**src/rtl/ryuki_datatypes.sv**
```systemverilog
// ryuki_datatypes: shared types for the Ryuki memory arbiter
package ryuki_datatypes;
    typedef enum logic {OWNER_INSTR, OWNER_DATA} mem_owner_t;
    typedef enum logic [1:0] {ARB_IDLE, ARB_LOCK_I, ARB_LOCK_D} arb_state_t;
endpackage

```
**src/rtl/ryuki_mem_arbiter_if.sv**
```systemverilog
// ryuki_mem_arbiter_if: instruction, data and memory port bundle of the arbiter
interface ryuki_mem_arbiter_if #(
    parameter int ADDR_WIDTH = 32,
    parameter int DATA_WIDTH = 32
);
    logic                    instr_req_i;
    logic [ADDR_WIDTH-1:0]   instr_addr_i;
    logic                    instr_gnt_o;
    logic                    instr_rvalid_o;
    logic [DATA_WIDTH-1:0]   instr_rdata_o;
    logic                    data_req_i;
    logic [ADDR_WIDTH-1:0]   data_addr_i;
    logic                    data_we_i;
    logic [DATA_WIDTH/8-1:0] data_be_i;
    logic [DATA_WIDTH-1:0]   data_wdata_i;
    logic                    data_gnt_o;
    logic                    data_rvalid_o;
    logic [DATA_WIDTH-1:0]   data_rdata_o;
    logic                    data_err_o;
    logic                    mem_req_o;
    logic [ADDR_WIDTH-1:0]   mem_addr_o;
    logic                    mem_we_o;
    logic [DATA_WIDTH/8-1:0] mem_be_o;
    logic [DATA_WIDTH-1:0]   mem_wdata_o;
    logic                    mem_gnt_i;
    logic                    mem_rvalid_i;
    logic [DATA_WIDTH-1:0]   mem_rdata_i;
    logic                    mem_err_i;
    logic                    protocol_err_o;
    modport slave (
        input  instr_req_i, instr_addr_i, data_req_i, data_addr_i, data_we_i, data_be_i, data_wdata_i,
               mem_gnt_i, mem_rvalid_i, mem_rdata_i, mem_err_i,
        output instr_gnt_o, instr_rvalid_o, instr_rdata_o, data_gnt_o, data_rvalid_o, data_rdata_o,
               data_err_o, mem_req_o, mem_addr_o, mem_we_o, mem_be_o, mem_wdata_o, protocol_err_o
    );
    modport master (
        output instr_req_i, instr_addr_i, data_req_i, data_addr_i, data_we_i, data_be_i, data_wdata_i,
               mem_gnt_i, mem_rvalid_i, mem_rdata_i, mem_err_i,
        input  instr_gnt_o, instr_rvalid_o, instr_rdata_o, data_gnt_o, data_rvalid_o, data_rdata_o,
               data_err_o, mem_req_o, mem_addr_o, mem_we_o, mem_be_o, mem_wdata_o, protocol_err_o
    );
endinterface

```
**src/rtl/ryuki_mem_arbiter_fifo.sv**
```systemverilog
// arb_owner_fifo: in-order record of which requester owns each outstanding grant
module arb_owner_fifo
    import ryuki_datatypes::*;
#(
    parameter int DEPTH = 2
) (
    input  logic       clk_i,
    input  logic       rst_i,
    input  logic       push_i,
    input  logic       pop_i,
    input  mem_owner_t owner_i,
    output logic       full_o,
    output logic       empty_o,
    output logic       pop_empty_o,
    output mem_owner_t head_o
);
    localparam int PW = DEPTH > 1 ? $clog2(DEPTH) : 1;
    localparam int CW = $clog2(DEPTH + 1);
    mem_owner_t    mem_q [DEPTH];
    mem_owner_t    mem_d [DEPTH];
    logic [PW-1:0] wr_q, wr_d, rd_q, rd_d;
    logic [CW-1:0] cnt_q, cnt_d;
    logic          do_push, do_pop;
    function automatic logic [PW-1:0] inc(input logic [PW-1:0] p);
        return (32'(p) == DEPTH - 1) ? '0 : p + 1'b1;
    endfunction
    assign full_o      = cnt_q == CW'(DEPTH);
    assign empty_o     = cnt_q == '0;
    assign head_o      = mem_q[rd_q];
    assign pop_empty_o = pop_i & empty_o;
    always_comb begin
        do_push = push_i & ~full_o;
        do_pop  = pop_i & ~empty_o;
        mem_d   = mem_q;
        if (do_push) mem_d[wr_q] = owner_i;
        wr_d  = do_push ? inc(wr_q) : wr_q;
        rd_d  = do_pop ? inc(rd_q) : rd_q;
        cnt_d = cnt_q + CW'(do_push) - CW'(do_pop);
    end
    always_ff @(posedge clk_i) begin
        mem_q <= mem_d;
        if (rst_i) begin
            wr_q  <= '0;
            rd_q  <= '0;
            cnt_q <= '0;
        end else begin
            wr_q  <= wr_d;
            rd_q  <= rd_d;
            cnt_q <= cnt_d;
        end
    end
endmodule

```
**src/rtl/ryuki_mem_arbiter.sv**
```systemverilog
// ryuki_mem_arbiter: round-robin share of one memory port between fetch and data,
// with a lock until grant and an owner FIFO steering responses back in order
module ryuki_mem_arbiter
    import ryuki_datatypes::*;
#(
    parameter int ADDR_WIDTH      = 32,
    parameter int DATA_WIDTH      = 32,
    parameter int MAX_OUTSTANDING = 2
) (
    input logic clk_i,
    input logic rst_i,
    ryuki_mem_arbiter_if.slave bus
);
    arb_state_t            state_q, state_d;
    mem_owner_t            last_q, last_d, sel, head;
    logic                  sel_valid, mem_req, grant, resp, full, empty, pop_empty, perr_q, perr_d;
    logic [ADDR_WIDTH-1:0] addr_sel;
    always_comb begin
        sel       = OWNER_INSTR;
        sel_valid = 1'b0;
        case (state_q)
            ARB_LOCK_I: sel_valid = bus.instr_req_i;
            ARB_LOCK_D: begin
                sel       = OWNER_DATA;
                sel_valid = bus.data_req_i;
            end
            default: begin
                sel_valid = bus.instr_req_i | bus.data_req_i;
                sel = (bus.instr_req_i && bus.data_req_i) ? (last_q == OWNER_DATA ? OWNER_INSTR : OWNER_DATA)
                    : (bus.data_req_i ? OWNER_DATA : OWNER_INSTR);
            end
        endcase
        mem_req = sel_valid & ~full & ~rst_i;
        grant   = mem_req & bus.mem_gnt_i;
        resp    = bus.mem_rvalid_i & ~empty & ~rst_i;
        // Lock only when a request was actually presented and left waiting
        state_d = state_q;
        if (state_q == ARB_IDLE)
            state_d = (mem_req && !bus.mem_gnt_i) ? (sel == OWNER_DATA ? ARB_LOCK_D : ARB_LOCK_I) : ARB_IDLE;
        else if (grant || !sel_valid)
            state_d = ARB_IDLE;
        last_d   = grant ? sel : last_q;
        perr_d   = perr_q | pop_empty;
        addr_sel = sel == OWNER_DATA ? bus.data_addr_i : bus.instr_addr_i;
    end
    arb_owner_fifo #(.DEPTH(MAX_OUTSTANDING)) u_fifo (
        .clk_i      (clk_i),
        .rst_i      (rst_i),
        .push_i     (grant),
        .pop_i      (bus.mem_rvalid_i),
        .owner_i    (sel),
        .full_o     (full),
        .empty_o    (empty),
        .pop_empty_o(pop_empty),
        .head_o     (head)
    );
    always_ff @(posedge clk_i) begin
        if (rst_i) begin
            state_q <= ARB_IDLE;
            last_q  <= OWNER_DATA;
            perr_q  <= 1'b0;
        end else begin
            state_q <= state_d;
            last_q  <= last_d;
            perr_q  <= perr_d;
        end
    end
    assign bus.mem_req_o      = mem_req;
    assign bus.mem_addr_o     = addr_sel;
    assign bus.mem_we_o       = (sel == OWNER_DATA) & bus.data_we_i;
    assign bus.mem_be_o       = sel == OWNER_DATA ? bus.data_be_i : {(DATA_WIDTH/8){1'b1}};
    assign bus.mem_wdata_o    = sel == OWNER_DATA ? bus.data_wdata_i : {DATA_WIDTH{1'b0}};
    assign bus.instr_gnt_o    = grant & (sel == OWNER_INSTR);
    assign bus.data_gnt_o     = grant & (sel == OWNER_DATA);
    assign bus.instr_rvalid_o = resp & (head == OWNER_INSTR);
    assign bus.data_rvalid_o  = resp & (head == OWNER_DATA);
    assign bus.data_err_o     = bus.data_rvalid_o & bus.mem_err_i;
    assign bus.instr_rdata_o  = bus.mem_rdata_i;
    assign bus.data_rdata_o   = bus.mem_rdata_i;
    assign bus.protocol_err_o = perr_q;
endmodule
```
**src/flat_wrapper.sv**
```systemverilog
// flat-port wrapper written by rule: the top's interface ports become plain ports
module ryuki_mem_arbiter_flat import ryuki_datatypes::*;
#(
    parameter int ADDR_WIDTH      = 32,
    parameter int DATA_WIDTH      = 32,
    parameter int MAX_OUTSTANDING = 2
)
  (clk_i, rst_i, bus_instr_req_i, bus_instr_addr_i, bus_data_req_i, bus_data_addr_i, bus_data_we_i, bus_data_be_i, bus_data_wdata_i, bus_mem_gnt_i, bus_mem_rvalid_i, bus_mem_rdata_i, bus_mem_err_i, bus_instr_gnt_o, bus_instr_rvalid_o, bus_instr_rdata_o, bus_data_gnt_o, bus_data_rvalid_o, bus_data_rdata_o, bus_data_err_o, bus_mem_req_o, bus_mem_addr_o, bus_mem_we_o, bus_mem_be_o, bus_mem_wdata_o, bus_protocol_err_o);
  ryuki_mem_arbiter_if #(.ADDR_WIDTH(ADDR_WIDTH), .DATA_WIDTH(DATA_WIDTH)) bus_i ();
  input logic clk_i;
  input logic rst_i;
  input wire logic [$bits(bus_i.instr_req_i)-1:0] bus_instr_req_i;
  input wire logic [$bits(bus_i.instr_addr_i)-1:0] bus_instr_addr_i;
  input wire logic [$bits(bus_i.data_req_i)-1:0] bus_data_req_i;
  input wire logic [$bits(bus_i.data_addr_i)-1:0] bus_data_addr_i;
  input wire logic [$bits(bus_i.data_we_i)-1:0] bus_data_we_i;
  input wire logic [$bits(bus_i.data_be_i)-1:0] bus_data_be_i;
  input wire logic [$bits(bus_i.data_wdata_i)-1:0] bus_data_wdata_i;
  input wire logic [$bits(bus_i.mem_gnt_i)-1:0] bus_mem_gnt_i;
  input wire logic [$bits(bus_i.mem_rvalid_i)-1:0] bus_mem_rvalid_i;
  input wire logic [$bits(bus_i.mem_rdata_i)-1:0] bus_mem_rdata_i;
  input wire logic [$bits(bus_i.mem_err_i)-1:0] bus_mem_err_i;
  output wire logic [$bits(bus_i.instr_gnt_o)-1:0] bus_instr_gnt_o;
  output wire logic [$bits(bus_i.instr_rvalid_o)-1:0] bus_instr_rvalid_o;
  output wire logic [$bits(bus_i.instr_rdata_o)-1:0] bus_instr_rdata_o;
  output wire logic [$bits(bus_i.data_gnt_o)-1:0] bus_data_gnt_o;
  output wire logic [$bits(bus_i.data_rvalid_o)-1:0] bus_data_rvalid_o;
  output wire logic [$bits(bus_i.data_rdata_o)-1:0] bus_data_rdata_o;
  output wire logic [$bits(bus_i.data_err_o)-1:0] bus_data_err_o;
  output wire logic [$bits(bus_i.mem_req_o)-1:0] bus_mem_req_o;
  output wire logic [$bits(bus_i.mem_addr_o)-1:0] bus_mem_addr_o;
  output wire logic [$bits(bus_i.mem_we_o)-1:0] bus_mem_we_o;
  output wire logic [$bits(bus_i.mem_be_o)-1:0] bus_mem_be_o;
  output wire logic [$bits(bus_i.mem_wdata_o)-1:0] bus_mem_wdata_o;
  output wire logic [$bits(bus_i.protocol_err_o)-1:0] bus_protocol_err_o;
  assign bus_i.instr_req_i = bus_instr_req_i;
  assign bus_i.instr_addr_i = bus_instr_addr_i;
  assign bus_i.data_req_i = bus_data_req_i;
  assign bus_i.data_addr_i = bus_data_addr_i;
  assign bus_i.data_we_i = bus_data_we_i;
  assign bus_i.data_be_i = bus_data_be_i;
  assign bus_i.data_wdata_i = bus_data_wdata_i;
  assign bus_i.mem_gnt_i = bus_mem_gnt_i;
  assign bus_i.mem_rvalid_i = bus_mem_rvalid_i;
  assign bus_i.mem_rdata_i = bus_mem_rdata_i;
  assign bus_i.mem_err_i = bus_mem_err_i;
  assign bus_instr_gnt_o = bus_i.instr_gnt_o;
  assign bus_instr_rvalid_o = bus_i.instr_rvalid_o;
  assign bus_instr_rdata_o = bus_i.instr_rdata_o;
  assign bus_data_gnt_o = bus_i.data_gnt_o;
  assign bus_data_rvalid_o = bus_i.data_rvalid_o;
  assign bus_data_rdata_o = bus_i.data_rdata_o;
  assign bus_data_err_o = bus_i.data_err_o;
  assign bus_mem_req_o = bus_i.mem_req_o;
  assign bus_mem_addr_o = bus_i.mem_addr_o;
  assign bus_mem_we_o = bus_i.mem_we_o;
  assign bus_mem_be_o = bus_i.mem_be_o;
  assign bus_mem_wdata_o = bus_i.mem_wdata_o;
  assign bus_protocol_err_o = bus_i.protocol_err_o;
  ryuki_mem_arbiter #(.ADDR_WIDTH(ADDR_WIDTH), .DATA_WIDTH(DATA_WIDTH), .MAX_OUTSTANDING(MAX_OUTSTANDING)) u_core (.clk_i(clk_i), .rst_i(rst_i), .bus(bus_i));
endmodule
```
**config.mk**
```make
export PLATFORM = sky130hd
export DESIGN_NAME = ryuki_mem_arbiter_flat
export DESIGN_NICKNAME = d
export VERILOG_FILES = /design/src/rtl/ryuki_datatypes.sv /design/src/rtl/ryuki_mem_arbiter_if.sv /design/src/rtl/ryuki_mem_arbiter_fifo.sv /design/src/rtl/ryuki_mem_arbiter.sv /design/src/flat_wrapper.sv
export SDC_FILE = /design/constraint.sdc
export NUM_CORES = 1
export LEC_CHECK = 0
export CAP_MARGIN = 20
export CORE_AREA = 2 2 109 111
export CTS_CLUSTER_SIZE = 20
export DETAILED_ROUTE_END_ITERATION = 16
export DIE_AREA = 0 0 111 113
export DONT_BUFFER_PORTS = 1
export HOLD_SLACK_MARGIN = 0.1
export PLACE_DENSITY = 0.39
export SLEW_MARGIN = 10
export SYNTH_ARGS = -nofsm -noshare
export SYNTH_HDL_FRONTEND = slang
export SYNTH_SLANG_ARGS = --single-unit
```
**constraint.sdc**
```tcl
create_clock -name clk_i -period 6.5 [get_ports clk_i]
set_clock_uncertainty 0.2 [all_clocks]
set_input_delay 1.3 -clock clk_i [delete_from_list [all_inputs] [get_ports clk_i]]
set_output_delay 1.3 -clock clk_i [all_outputs]
set_load 0.05 [all_outputs]
```
==> metrics.txt, run 1 <==
status completed; slowest stage cell, crit path nor3_2; critical path cell sequence o21ai_0 > nor3_2 > and2_1; placed cells ~270; # H-tree levels 1; FFs w/ async S/R, synth 0%; most frequent cells in the layout and2_1 (35), mux2_2 (32), nor2_1 (9), dfxtp_1 (8), inv_1 (7); fmax 230.5 MHz; WL per Instance 17.65 µm; RSZ-0062 raised after global routing no; PortBufs 0; PostCTS Resize Cnt 0; top_reg_cell synth dfxtp_1; pin count of the biggest net entering global routing between 40 and 50; Bufs and invs on worst path 0; Net Sw Frac 53.01%; Synth Register Bits 10; share of power burned in the clock network roughly a quarter; Final Hold Fails 0; Multi-input gate area between 900 and 1000 µm²; final-stage net count between 200 and 300; Crit path largest cell delay roughly 0.79 ns; Layout fillers between 1000 and 1500; clk root buf clkbuf_16; Seq/Total Area, Yosys between 10 and 15%; layout cells sized above 1 roughly a third; Clock Latency Late Sink between 0.2 and 0.25 ns; CP Launch Type primary input; worst reg2reg setup slack between 3 and 4 ns; CTS Hold Bufs 0; Gate power share 57.1%; critical path class primary input to output pin; synthesized cell area between 1500 and 2000 µm²; Die Y 113 µm; crit-path leading delay family simple AND/OR/NAND/NOR gates; max-cap violations 0; Synth-to-Final Area Change -15.17%; CTS Buffer Depth 2; Synthesized Nets about 350; antenna fix cells 0; clock sink count 10; Synth cell types 31; Final setup viols 0; first-pass GRT wire length ~6.1 mm; Warnings, synthesis 0; total CTS buffers 3; antenna-violating nets left 0; CTS tree yes; via count of the first global-routing pass between 900 and 1000; Worst Hold Class flip-flop to flip-flop; initial antenna violation count 1; final non-filler cell total approximately 280; chip width ~110 µm; P_sw 263.1 µW; Final Cycle Share ~67%; GRT Total Usage under 10%; Setup Fix Bufs, Post-CTS 0; top cell type's share of synthesized area 28.01%; Rel. slew slack 40.28%; drt pass-1 iters 4; via count 1059; Critical Path RT roughly 5.0 ns; via/cell ratio 3.809; synthesized area per cell between 8 and 9 µm²; 1st-iter DRT viols 40; row count 39; I/O pin count 280; Post-route DRC 0; commonest non-fill, non-tap cell in the layout and2_1; grt ovf 0; Final Max Tran Viols 0; Post-synth EDFFs 2; area leader, netlist buf_4; Max VDD drop about 170 µV; worst-margin pin slew ~0.89 ns; Data arrival, critical path about 2.8 ns; Starting Density 15.22%; die footprint 12540 µm²; Synth area leaders buf_4 (28%), mux2_2 (21%), and2_1 (13%); DRT Wirelength approximately 4.9 mm; HPWL after detailed placement between 4 and 5 mm; largest fanout on the critical path 4; setup tns final 0 ns; CP endpoint kind output pin; Final Critical Period around 4.3 ns; P_leak roughly 0.54 nW; Pint ~230 µW; CORE AREA approximately 11000 µm²; Reg clk slew, reported paths about 0.04 ns; Flop pwr share between 10% and 20%; post-synthesis instance total about 200; Register Area 220.2 µm²; Placer Congestion around 0.7; power per standard cell area roughly 340 nW/µm²
==> routing by layer <==
| metal | up-vias | routed length, µm | track usage (%) |
|---|---|---|---|
| li1 | 459 | - | - |
| met1 | 465 | 1729 | 7.575 |
| met2 | 101 | 2333 | 9.325 |
| met3 | 32 | 648 | 3.428 |
| met4 | 2 | 180 | 3.833 |
| met5 | - | 16 | 0 |
==> logic make-up after synthesis <==
| logic type | count (synthesis) | share of synthesized area, % |
|---|---|---|
| simple gates | 59 | 20.13 |
| flops | 10 | 12.84 |
| xor+xnor | 4 | 2.480 |
| buf+inv | 81 | 33.99 |
| compound gates | 10 | 5.324 |
| mux | 33 | 21.59 |
| fa+ha+maj | 5 | 3.647 |
==> power groups by stage <==
stage	registers, mW	logic (mW)	clock network [mW]
floorplan	0.0897	0.377	0
global placement	0.0921	0.285	0
detailed placement	0.0922	0.285	0
CTS	0.0914	0.287	0.124
global route	0.0924	0.297	0.128
finish	0.0911	0.283	0.122
==> layout make-up <==
class	instances	share of cell area, %
Multi-Input combinational cell	111	63.37
Sequential cell	10	15.13
Tap cell	143	12.30
Clock buffer	4	6.105
Inverter	8	2.064
Timing Repair Buffer	2	1.032
==> worst min-delay path, stage by stage, from the launching register on <==
cell,delay [ns]
dfxtp_1,0.32
nor2_1,0.10
a21oi_1,0.06
==> through the flow <==
step / instance area (µm²) / hold WS, ns / power [mW] / setup slack, ns / util [%]
3_5_place_dp: 1366 / 0.3297 / 0.3775 / 2.126 / 12.12
4_1_cts: 1455 / 0.3377 / 0.5023 / 2.126 / 12.91
2_1_floorplan: 1715 / 0.2894 / 0.4667 / 1.825 / -
5_1_grt: 1455 / 0.3518 / 0.5167 / 2.054 / 12.91
6_report: 1455 / 0.3330 / 0.4964 / 2.161 / 12.91
3_3_place_gp: 1366 / 0.3186 / 0.3772 / 2.125 / 12.12
==> path summary, 6_finish.rpt <==
path | cells after the start | startpoint | endpoint
worst max-delay path | 3 | bus_mem_rvalid_i | bus_data_err_o
worst max register to register | 10 | u_core.state_q[0] | u_core.u_fifo.cnt_q[1]
worst min-delay path | 2 | u_core.last_q | u_core.last_q
worst min register to register | 2 | u_core.last_q | u_core.last_q
==> synthesized netlist by cell type, types with 2 or more instances <==
library cell / number
buf_4: 64
and2_1: 35
mux2_2: 32
nor2_1: 9
dfxtp_1: 8
inv_1: 7
buf_6: 5
ha_1: 5
nand2b_1: 4
nor3_1: 4
clkbuf_1: 3
nor2b_1: 3
a21oi_1: 2
a22oi_1: 2
edfxtp_1: 2
xor2_1: 2
==> flip-flops by register name, indices dropped and copies added (netlist names) <==
register	flops
u_core.u_fifo.cnt_q	2
u_core.u_fifo.rd_q	1
u_core.bus.protocol_err_o	1
u_core.u_fifo.wr_q	1
u_core.last_q	1
u_core.u_fifo.mem_q	2
u_core.state_q	2
Note: power is estimated with default switching activity, not from simulation.
==> run 2, diff against run 1 <==
- clock period: 6.5 -> 4.3 ns (I/O delays scaled with it)
==> run 2 against run 1 <==
Net effect: critical path type is now flip-flop to output pin; routed wire length rose by 0.65%; combinational power rose by 54%; global-route usage rose by 0.30 points; largest cell class unchanged; critical endpoint is now bus_mem_wdata_o[21]; via count rose by 1.1%; clock power rose by 35%; design area rose by 3.1%.
==> metrics.txt, run 2 (synthesis results as in run 1) <==
worst hold margin 0.3371 ns (+0.004031 ns); Register Area 220.2 µm² (unchanged); post-route cell area 1500 µm² (+3.1%); Reg clk slew, reported paths 0.04 ns (about the same); GRT Total Usage 6.753% (+0.30 points); placed inst area 1411 µm² (+3.3%); Post-route DRC 0 (unchanged); drt pass-1 iters 2 (-2); Final Hold Fails 0 (unchanged); CTS Buffer Depth 2 (unchanged); CP endpoint kind output pin; via/cell ratio 3.719 (-2.4%); Die Y 113 µm (unchanged); R2R depth 10 (unchanged); Rel. slew slack 42.71% (+2.4 points); initial antenna violation count 4 (+3); Setup Fix Bufs, Post-CTS 0 (unchanged); worst r2r src u_core.state_q[1]; final-stage net count 287 (+2.1%); antenna-violating nets left 0 (unchanged); die footprint 12540 µm² (unchanged); layout cells sized above 1 35.46% (+2.1 points); Starting Density 15.22% (unchanged); first-pass GRT wire length 6.327 mm (+4.6%); Worst Hold Class flip-flop to flip-flop; Synth-to-Final Area Change -12.55%; worst-margin pin slew 0.8555 ns (-0.03539 ns); CP Launch Type flip-flop; Final Cycle Share 79.03%; fmax 294.3 MHz; total CTS buffers 3 (unchanged); P_leak 0.5591 nW (+4.2%); max-cap violations 0 (unchanged); worst reg2reg setup slack 1.54 ns (-2.20 ns); # H-tree levels 1 (unchanged); commonest non-fill, non-tap cell in the layout and2_1; Clock Latency Late Sink 0.23 ns (about the same); most frequent cells in the layout and2_1 (35), mux2_2 (32), nor2_1 (9), buf_4 (8), dfxtp_1 (8); CTS Hold Bufs 0 (unchanged); via count of the first global-routing pass 998 (+7.1%); crit path launch u_core.state_q[1]; Hold EP u_core.last_q; Final Critical Period ~3.4 ns; I/O pin count 280 (unchanged); RSZ-0062 raised after global routing no; worst reg2reg endpoint u_core.u_fifo.cnt_q[1]; Multi-input gate area 922.1 µm² (unchanged); CTS tree yes; Placer Congestion 0.7158 (+4.7%); row count 39 (unchanged); clock sink count 10 (unchanged); clk root buf clkbuf_16; PostCTS Resize Cnt 0 (unchanged); CORE AREA 11270 µm² (unchanged); power per standard cell area 491.7 nW/µm² (+44%); pin count of the biggest net entering global routing 42 (unchanged); 1st-iter DRT viols 40 (unchanged); WL per Instance 17.15 µm (-2.8%); final core occ 13.31% (+0.40 points); Layout fillers 1277 (+0.79%); critical path class flip-flop to output pin; PortBufs 0 (unchanged); HPWL after detailed placement 4.322 mm (+0.67%); via count 1071 (+1.1%); setup tns final 0 ns (unchanged); largest fanout on the critical path 41 (+37); status completed; hold path start u_core.last_q; Top Registers u_core.state_q: 2 flops, u_core.u_fifo.cnt_q: 2 flops, u_core.u_fifo.mem_q: 2 flops; DRT Wirelength 4.940 mm (+0.65%); Final Max Tran Viols 0 (unchanged); Data arrival, critical path 2.34 ns (-0.50 ns); chip width 111 µm (unchanged); Final setup viols 0 (unchanged); Max VDD drop 222.6 µV (+33%); Hold Crit Depth 2 (unchanged); Critical Path RT 3.24 ns (-1.76 ns); grt ovf 0 (unchanged)
[run 2: changes by cell type in the layout (fill, tap and decap cells not counted)]
cell and delta:
clkinv_1 +1, clkbuf_8 -1, buf_4 +6, diode_2 +4
[run 2: cell type report]
cell class	count	area share (%)
multi-input cells	111	61.47
flip-flops and latches	10	14.68
well taps	143	11.93
clock buffers	3	5.004
repair buffers	8	4.003
inverters	8	2.002
diodes	4	0.6672
clock inverters	1	0.2502
[run 2: metrics by stage]
step                worst slack (ns)  total power, mW  cells
detailed placement             1.049           0.5778    280
floorplan                     0.5052           0.7055    202
CTS                           0.8560           0.7496    284
global placement               1.071           0.5762    280
global route                  0.7439           0.7778    288
finish                        0.9019           0.7377    288
[run 2: worst max-delay path by stage]
stage / end / slack, ns / depth (start not counted)
after floorplan: bus_data_err_o / 0.51 / 3
after global placement: bus_mem_wdata_o[13] / 1.07 / 4
after detailed placement: bus_mem_wdata_o[3] / 1.05 / 4
after CTS: bus_mem_wdata_o[3] / 0.86 / 6
after global routing: bus_mem_wdata_o[4] / 0.74 / 6
final: bus_mem_wdata_o[21] / 0.90 / 6
[run 2: worst max-delay path, stage by stage (launching register included)]
cell and delay [ns]:
dfxtp_1 0.37, inv_1 0.08, ha_1 0.34, nor2b_1 0.22, a22oi_4 0.08, inv_2 0.45
and2_1 0.54
[run 2: per-layer routing]
metal  global-route usage [%]  routed length, µm  up-vias
li1                         -                  -      475
met5                        0                  0        -
met4                    3.833                154        0
met1                    7.742               1773      471
met3                    3.428                662       27
met2                    10.18               2349       98
[run 2: where the power goes]
part           total (mW)  switching, mW  internal (mW)
clock network       0.165         0.0428          0.122
registers           0.137         0.0217          0.116
logic               0.436          0.333          0.102
total               0.738          0.398          0.340
